==> config.mk <==
export PLATFORM = sky130hd
export DESIGN_NAME = vram_wr_buffer
export DESIGN_NICKNAME = d
export VERILOG_FILES = /design/src/rtl/vram_wr_buffer.sv
export SDC_FILE = /design/constraint.sdc
export NUM_CORES = 1
export LEC_CHECK = 0
export CAP_MARGIN = 20
export CORE_MARGIN = 2
export CORE_UTILIZATION = 40
export DETAILED_ROUTE_END_ITERATION = 7
export PLACE_DENSITY = 0.66
export SLEW_MARGIN = 40
export SYNTH_ARGS = -nofsm -noshare
export SYNTH_HDL_FRONTEND = slang
export SYNTH_SLANG_ARGS = --single-unit
==> constraint.sdc <==
create_clock -name clock -period 4.1 [get_ports clock]
set_input_delay 1.025 -clock clock [delete_from_list [all_inputs] [get_ports clock]]
set_output_delay 1.025 -clock clock [all_outputs]
set_load 0.02 [all_outputs]
==> src/rtl/vram_wr_buffer.sv <==
`default_nettype none
// ============================================================================
// Module      : vram_wr_buffer
// Description : Bus front end for VRAM port A. Posted-write FIFO with GBA
//               lane formatting; reads serialised behind all queued writes.
// Revision    : 1.0 - initial release
// ============================================================================
module vram_wr_buffer #(
  parameter int DEPTH = 4
) (
  input  logic        clock,
  input  logic        reset,
  input  logic        bus_req,
  input  logic        bus_we,
  input  logic [1:0]  bus_size,
  input  logic [15:0] bus_addr,
  input  logic [31:0] bus_wdata,
  output logic        bus_ready,
  output logic        bus_rvalid,
  output logic [31:0] bus_rdata,
  output logic [13:0] vram_addr,
  output logic [31:0] vram_data,
  output logic [3:0]  vram_be,
  output logic        vram_we,
  input  logic [31:0] vram_q,
  output logic        idle
);

  localparam int PW = $clog2(DEPTH);
  localparam int CW = PW + 1;
  localparam int EW = 14 + 4 + 32;

  typedef enum logic [1:0] {
    RD_IDLE = 2'd0,
    RD_ADDR = 2'd1,
    RD_RESP = 2'd2
  } rd_state_e;

  logic [EW-1:0] fifo_q [DEPTH];
  logic [EW-1:0] fifo_d [DEPTH];
  logic [PW-1:0] wr_ptr_q, wr_ptr_d;
  logic [PW-1:0] rd_ptr_q, rd_ptr_d;
  logic [CW-1:0] count_q, count_d;
  rd_state_e     rd_state_q, rd_state_d;
  logic [13:0]   vram_addr_q, vram_addr_d;
  logic [31:0]   vram_data_q, vram_data_d;
  logic [3:0]    vram_be_q, vram_be_d;
  logic          vram_we_q, vram_we_d;
  logic [31:0]   rdata_q, rdata_d;

  logic [15:0] half_val;
  logic [3:0]  fmt_be;
  logic [31:0] fmt_data;
  logic        fifo_empty, fifo_full, rd_idle;
  logic        wr_ready, rd_ready, push, pop, rd_accept;
  logic        unused_addr0;

  assign unused_addr0 = bus_addr[0];

  // Byte stores replicate the byte across the halfword before lane placement.
  always_comb begin
    half_val = (bus_size == 2'd0) ? {bus_wdata[7:0], bus_wdata[7:0]} : bus_wdata[15:0];
    fmt_be   = 4'hF;
    fmt_data = bus_wdata;
    if (!bus_size[1]) begin
      if (bus_addr[1]) begin
        fmt_be   = 4'b1100;
        fmt_data = {half_val, 16'h0000};
      end else begin
        fmt_be   = 4'b0011;
        fmt_data = {16'h0000, half_val};
      end
    end
  end

  assign fifo_empty = (count_q == '0);
  assign fifo_full  = (count_q == CW'(DEPTH));
  assign rd_idle    = (rd_state_q == RD_IDLE);
  assign wr_ready   = !fifo_full && rd_idle;
  assign rd_ready   = fifo_empty && !vram_we_q && rd_idle;
  assign bus_ready  = bus_we ? wr_ready : (bus_req && rd_ready);
  assign push       = bus_req && bus_we && wr_ready;
  assign rd_accept  = bus_req && !bus_we && rd_ready;
  assign pop        = !fifo_empty;

  always_comb begin
    fifo_d      = fifo_q;
    wr_ptr_d    = wr_ptr_q;
    rd_ptr_d    = rd_ptr_q;
    count_d     = count_q;
    vram_addr_d = vram_addr_q;
    vram_data_d = vram_data_q;
    vram_be_d   = vram_be_q;
    vram_we_d   = 1'b0;
    rd_state_d  = rd_state_q;
    rdata_d     = rdata_q;

    if (push) begin
      fifo_d[wr_ptr_q] = {bus_addr[15:2], fmt_be, fmt_data};
      wr_ptr_d         = wr_ptr_q + PW'(1);
    end

    // A read is only accepted with the FIFO empty, so it never races a pop.
    if (pop) begin
      {vram_addr_d, vram_be_d, vram_data_d} = fifo_q[rd_ptr_q];
      vram_we_d = 1'b1;
      rd_ptr_d  = rd_ptr_q + PW'(1);
    end else if (rd_accept) begin
      vram_addr_d = bus_addr[15:2];
    end

    case ({push, pop})
      2'b10:   count_d = count_q + CW'(1);
      2'b01:   count_d = count_q - CW'(1);
      default: count_d = count_q;
    endcase

    case (rd_state_q)
      RD_IDLE: if (rd_accept) rd_state_d = RD_ADDR;
      RD_ADDR: begin
        rdata_d    = vram_q;
        rd_state_d = RD_RESP;
      end
      RD_RESP: rd_state_d = RD_IDLE;
      default: rd_state_d = RD_IDLE;
    endcase
  end

  always_ff @(posedge clock) begin
    fifo_q <= fifo_d;
    if (reset) begin
      wr_ptr_q    <= '0;
      rd_ptr_q    <= '0;
      count_q     <= '0;
      vram_addr_q <= '0;
      vram_data_q <= '0;
      vram_be_q   <= '0;
      vram_we_q   <= 1'b0;
      rd_state_q  <= RD_IDLE;
      rdata_q     <= '0;
    end else begin
      wr_ptr_q    <= wr_ptr_d;
      rd_ptr_q    <= rd_ptr_d;
      count_q     <= count_d;
      vram_addr_q <= vram_addr_d;
      vram_data_q <= vram_data_d;
      vram_be_q   <= vram_be_d;
      vram_we_q   <= vram_we_d;
      rd_state_q  <= rd_state_d;
      rdata_q     <= rdata_d;
    end
  end

  assign vram_addr  = vram_addr_q;
  assign vram_data  = vram_data_q;
  assign vram_be    = vram_be_q;
  assign vram_we    = vram_we_q;
  assign bus_rdata  = rdata_q;
  assign bus_rvalid = (rd_state_q == RD_RESP);
  assign idle       = fifo_empty && !vram_we_q && rd_idle;

endmodule
`default_nettype wire
==> flow_summary_export.csv <==
group,metric,value,unit
global_routing,grt_first_pass_wirelength,38.8,mm
global_routing,grt_remaining_overflow,0,
floorplan,core.rowCount,60,
floorplan,floorplan.initialDensity,40.7,%
drt,drt_iter0_markers,461,
timing,rsz0062_at_grt,"no",
cts,clkSlewWorstSetupHoldPaths,60,ps
cts,clockRootBuffer,"clkbuf_16",
yosys,yosysWarningCount,0,
floorplan,fp.coreArea,27000,um2
global_routing,grt_use_total,17.3,%
worst_hold_path,min-delay-path-class,"reg -> reg",
drt,drt_wl_total,25.2,mm
global_routing,grt_antenna_before_repair,0,
finish,sequential_cell_area,7570,um2
drt,vias_per_cell,5.21,
floorplan,dieWidth,170,um
outcome,outcome,"finished, final reports clean",
cts,cts_hold_buffers,0,
cts,cts_resized,0,
finish,num_antenna_cells,0,
worst_setup_path,critical_path_required,3070,ps
worst_setup_path,endpoint_type_of_the_worst_setup_path,"primary output",
floorplan,die_area,28900,um2
power_and_ir_drop,static-leakage-power,0.00474,uW
finish,multi_input_comb_area,3090,um2
cts,post_cts_buffers,0,
timing,timing.final.crit_share,89.2,%
yosys,yosys_reg_bits,282,
timing,tightestPinTransition,639,ps
place,detailed_place_hpwl,15.8,mm
timing,timing.max_slew.rel_slack,57.4,%
finish,mostFrequentLayoutCells,"192 x edfxtp_1, 169 x clkdlybuf4s50_1, 150 x nand2_1",
cts,clk_latency,530,ps
yosys,synth-main-ff-cell,"edfxtp_1",
global_routing,grt_pass1_vias,6796,
worst_setup_path,critical_path_class,"in -> out",
yosys,async_flop_share,0,%
timing,final-setup-viol-count,0,
drt,antenna_left,0,
finish,net_count_final,1028,
place,port_buffers,170,
place,postPlaceCellArea,13100,um2
yosys,area_of_the_mapped_netlist,11000,um2
finish,nFillCells,2245,
finish,finalInstanceArea,14200,um2
timing,final_max_slew_viol_count,0,
yosys,synth_seq_area_share,68.7,%
power_and_ir_drop,max_vdd_drop,0.000266,V
worst_setup_path,path_max_fanout,4,
timing,final-hold-violation-count,0,
floorplan,die_h,170,um
drt,wl_per_cell,19.4,um
yosys,synth_enable_flop_cells,192,
drt,detail_route.drc_violations,0,
place,finalWeightedCongestion,0.800,
cts,numClockSinks,282,
timing,max_freq,273,MHz
worst_setup_path,cp_data_arrival_time,2630,ps
timing,timing.setup.tns,0,ps
cts,bufs_on_longest_clock_path,3,
drt,detailroute.via_count,6761,
cts,cts_tree,"built",
yosys,yosys.cell_types.count,39,
timing,fin_worst_skew,15.7,ps
job,max_cap_violations,0,
finish,drive_gt1_share,15.4,%
timing,timing.final.crit_period,3660,ps
finish,mostFrequentLayoutCell,"edfxtp_1",
yosys,number_of_standard_cells_after_synthesis,763,
cts,cts.htree.levels,1,
timing,finalHoldWorstSlack,450,ps
worst_setup_path,crit_path_start_kind,"input pin",
drt,detail_route.first_pass.iterations,4,
floorplan,top_level_ports,172,
yosys,post_synth.cell_area_avg,14.4,um2
power_and_ir_drop,cellPowerDensity,631,nW/um2
finish,area_delta_synth_final,28.6,%
global_routing,grt_start_max_net_pins,50,
cts,cts_buffers,29,
worst_setup_path,ff_to_ff_setup_slack,1720,ps
yosys,syn_nets,855,
[where the power goes]
group	total [uW]	leakage (uW)	internal, uW	switching, uW
sequential	3670	0.00249	3390	280
combinational	2410	0.00175	1150	1260
clock	2870	0.000504	1820	1050
total	8940	0.00474	6350	2590
[flip-flops by register name, indices dropped and copies added, names as in the netlist]
register and flops:
fifo_q 192, bus_rdata 32, vram_data 32, vram_addr 14, count_q 3, rd_ptr_q 2, rd_state_q 2, vram_be 2
wr_ptr_q 2, vram_we 1
[worst max-delay path, cell delays in order]
cell             delay [ps]
clkdlybuf4s50_1         510
nor3b_1                 330
a21o_1                  170
clkdlybuf4s50_1         590
[logic make-up (layout without fill, tap and decap cells)]
| logic type | Yosys count | count (layout) | synth area share [%] |
|---|---|---|---|
| mux | 56 | 56 | 10.5 |
| xor+xnor | 3 | 3 | 0.239 |
| buf+inv | 75 | 269 | 3.33 |
| fa+ha+maj | 6 | 6 | 0.750 |
| flops | 282 | 282 | 68.7 |
| simple gates | 206 | 206 | 8.18 |
| compound gates | 135 | 135 | 8.24 |
[layer usage]
layer	vias to the layer above	global-route usage (%)	routed length (um)
met1	3379	22.3	10700
met4	0	4.94	539
li1	3154	-	-
met2	187	30.4	12600
met5	-	0	0
met3	41	2.77	1300
[metrics by stage]
step | std cells | utilization, % | total power (uW) | worst slack [ps]
CTS | 1298 | 52.4 | 9070 | 437
global placement | 1245 | 48.4 | 6130 | 465
global route | 1298 | 52.4 | 9360 | 377
floorplan | 763 | - | 5220 | 819
finish | 1298 | 52.4 | 8940 | 441
detailed placement | 1246 | 48.5 | 6180 | 433
[synth_stat cells (all sizes together) (4+ instances only)]
cell type / number / area share (%)
edfxtp: 192 / 52
nand2: 150 / 5.1
dfxtp: 90 / 16
a21oi: 70 / 3.2
mux4: 48 / 9.8
buf: 37 / 2.0
inv: 23 / 0.78
nor2: 22 / 0.75
o21ai: 18 / 0.82
clkbuf: 15 / 0.51
a2111oi: 14 / 1.9
a211oi: 14 / 0.95
and2: 13 / 0.74
a22oi: 8 / 0.55
mux2i: 8 / 0.73
a22o: 7 / 0.56
ha: 5 / 0.57
nor3: 4 / 0.43
[area by class of cell]
class                      instances  share of cell area (%)
sequential                       282                    53.5
multi-input combinational        406                    21.8
timing repair buffer             194                    13.7
clock buffer                      37                    5.41
tap                              341                    3.01
clock inverter                    15                    2.00
inverter                          23                   0.610
[path summary, 6_finish.rpt]
| kind | to | cells past startpoint | startpoint |
|---|---|---|---|
| setup reg to reg | count_q[2]$_SDFFE_PP0P_ | 9 | count_q[2]$_SDFFE_PP0P_ |
| hold reg to reg | bus_rdata[12]$_SDFFE_PP0N_ | 2 | bus_rdata[12]$_SDFFE_PP0N_ |
| setup / recovery | bus_ready | 4 | bus_we |
| hold / removal | bus_rdata[12]$_SDFFE_PP0N_ | 2 | bus_rdata[12]$_SDFFE_PP0N_ |
No activity file was read; power rests on OpenSTA's default activity.
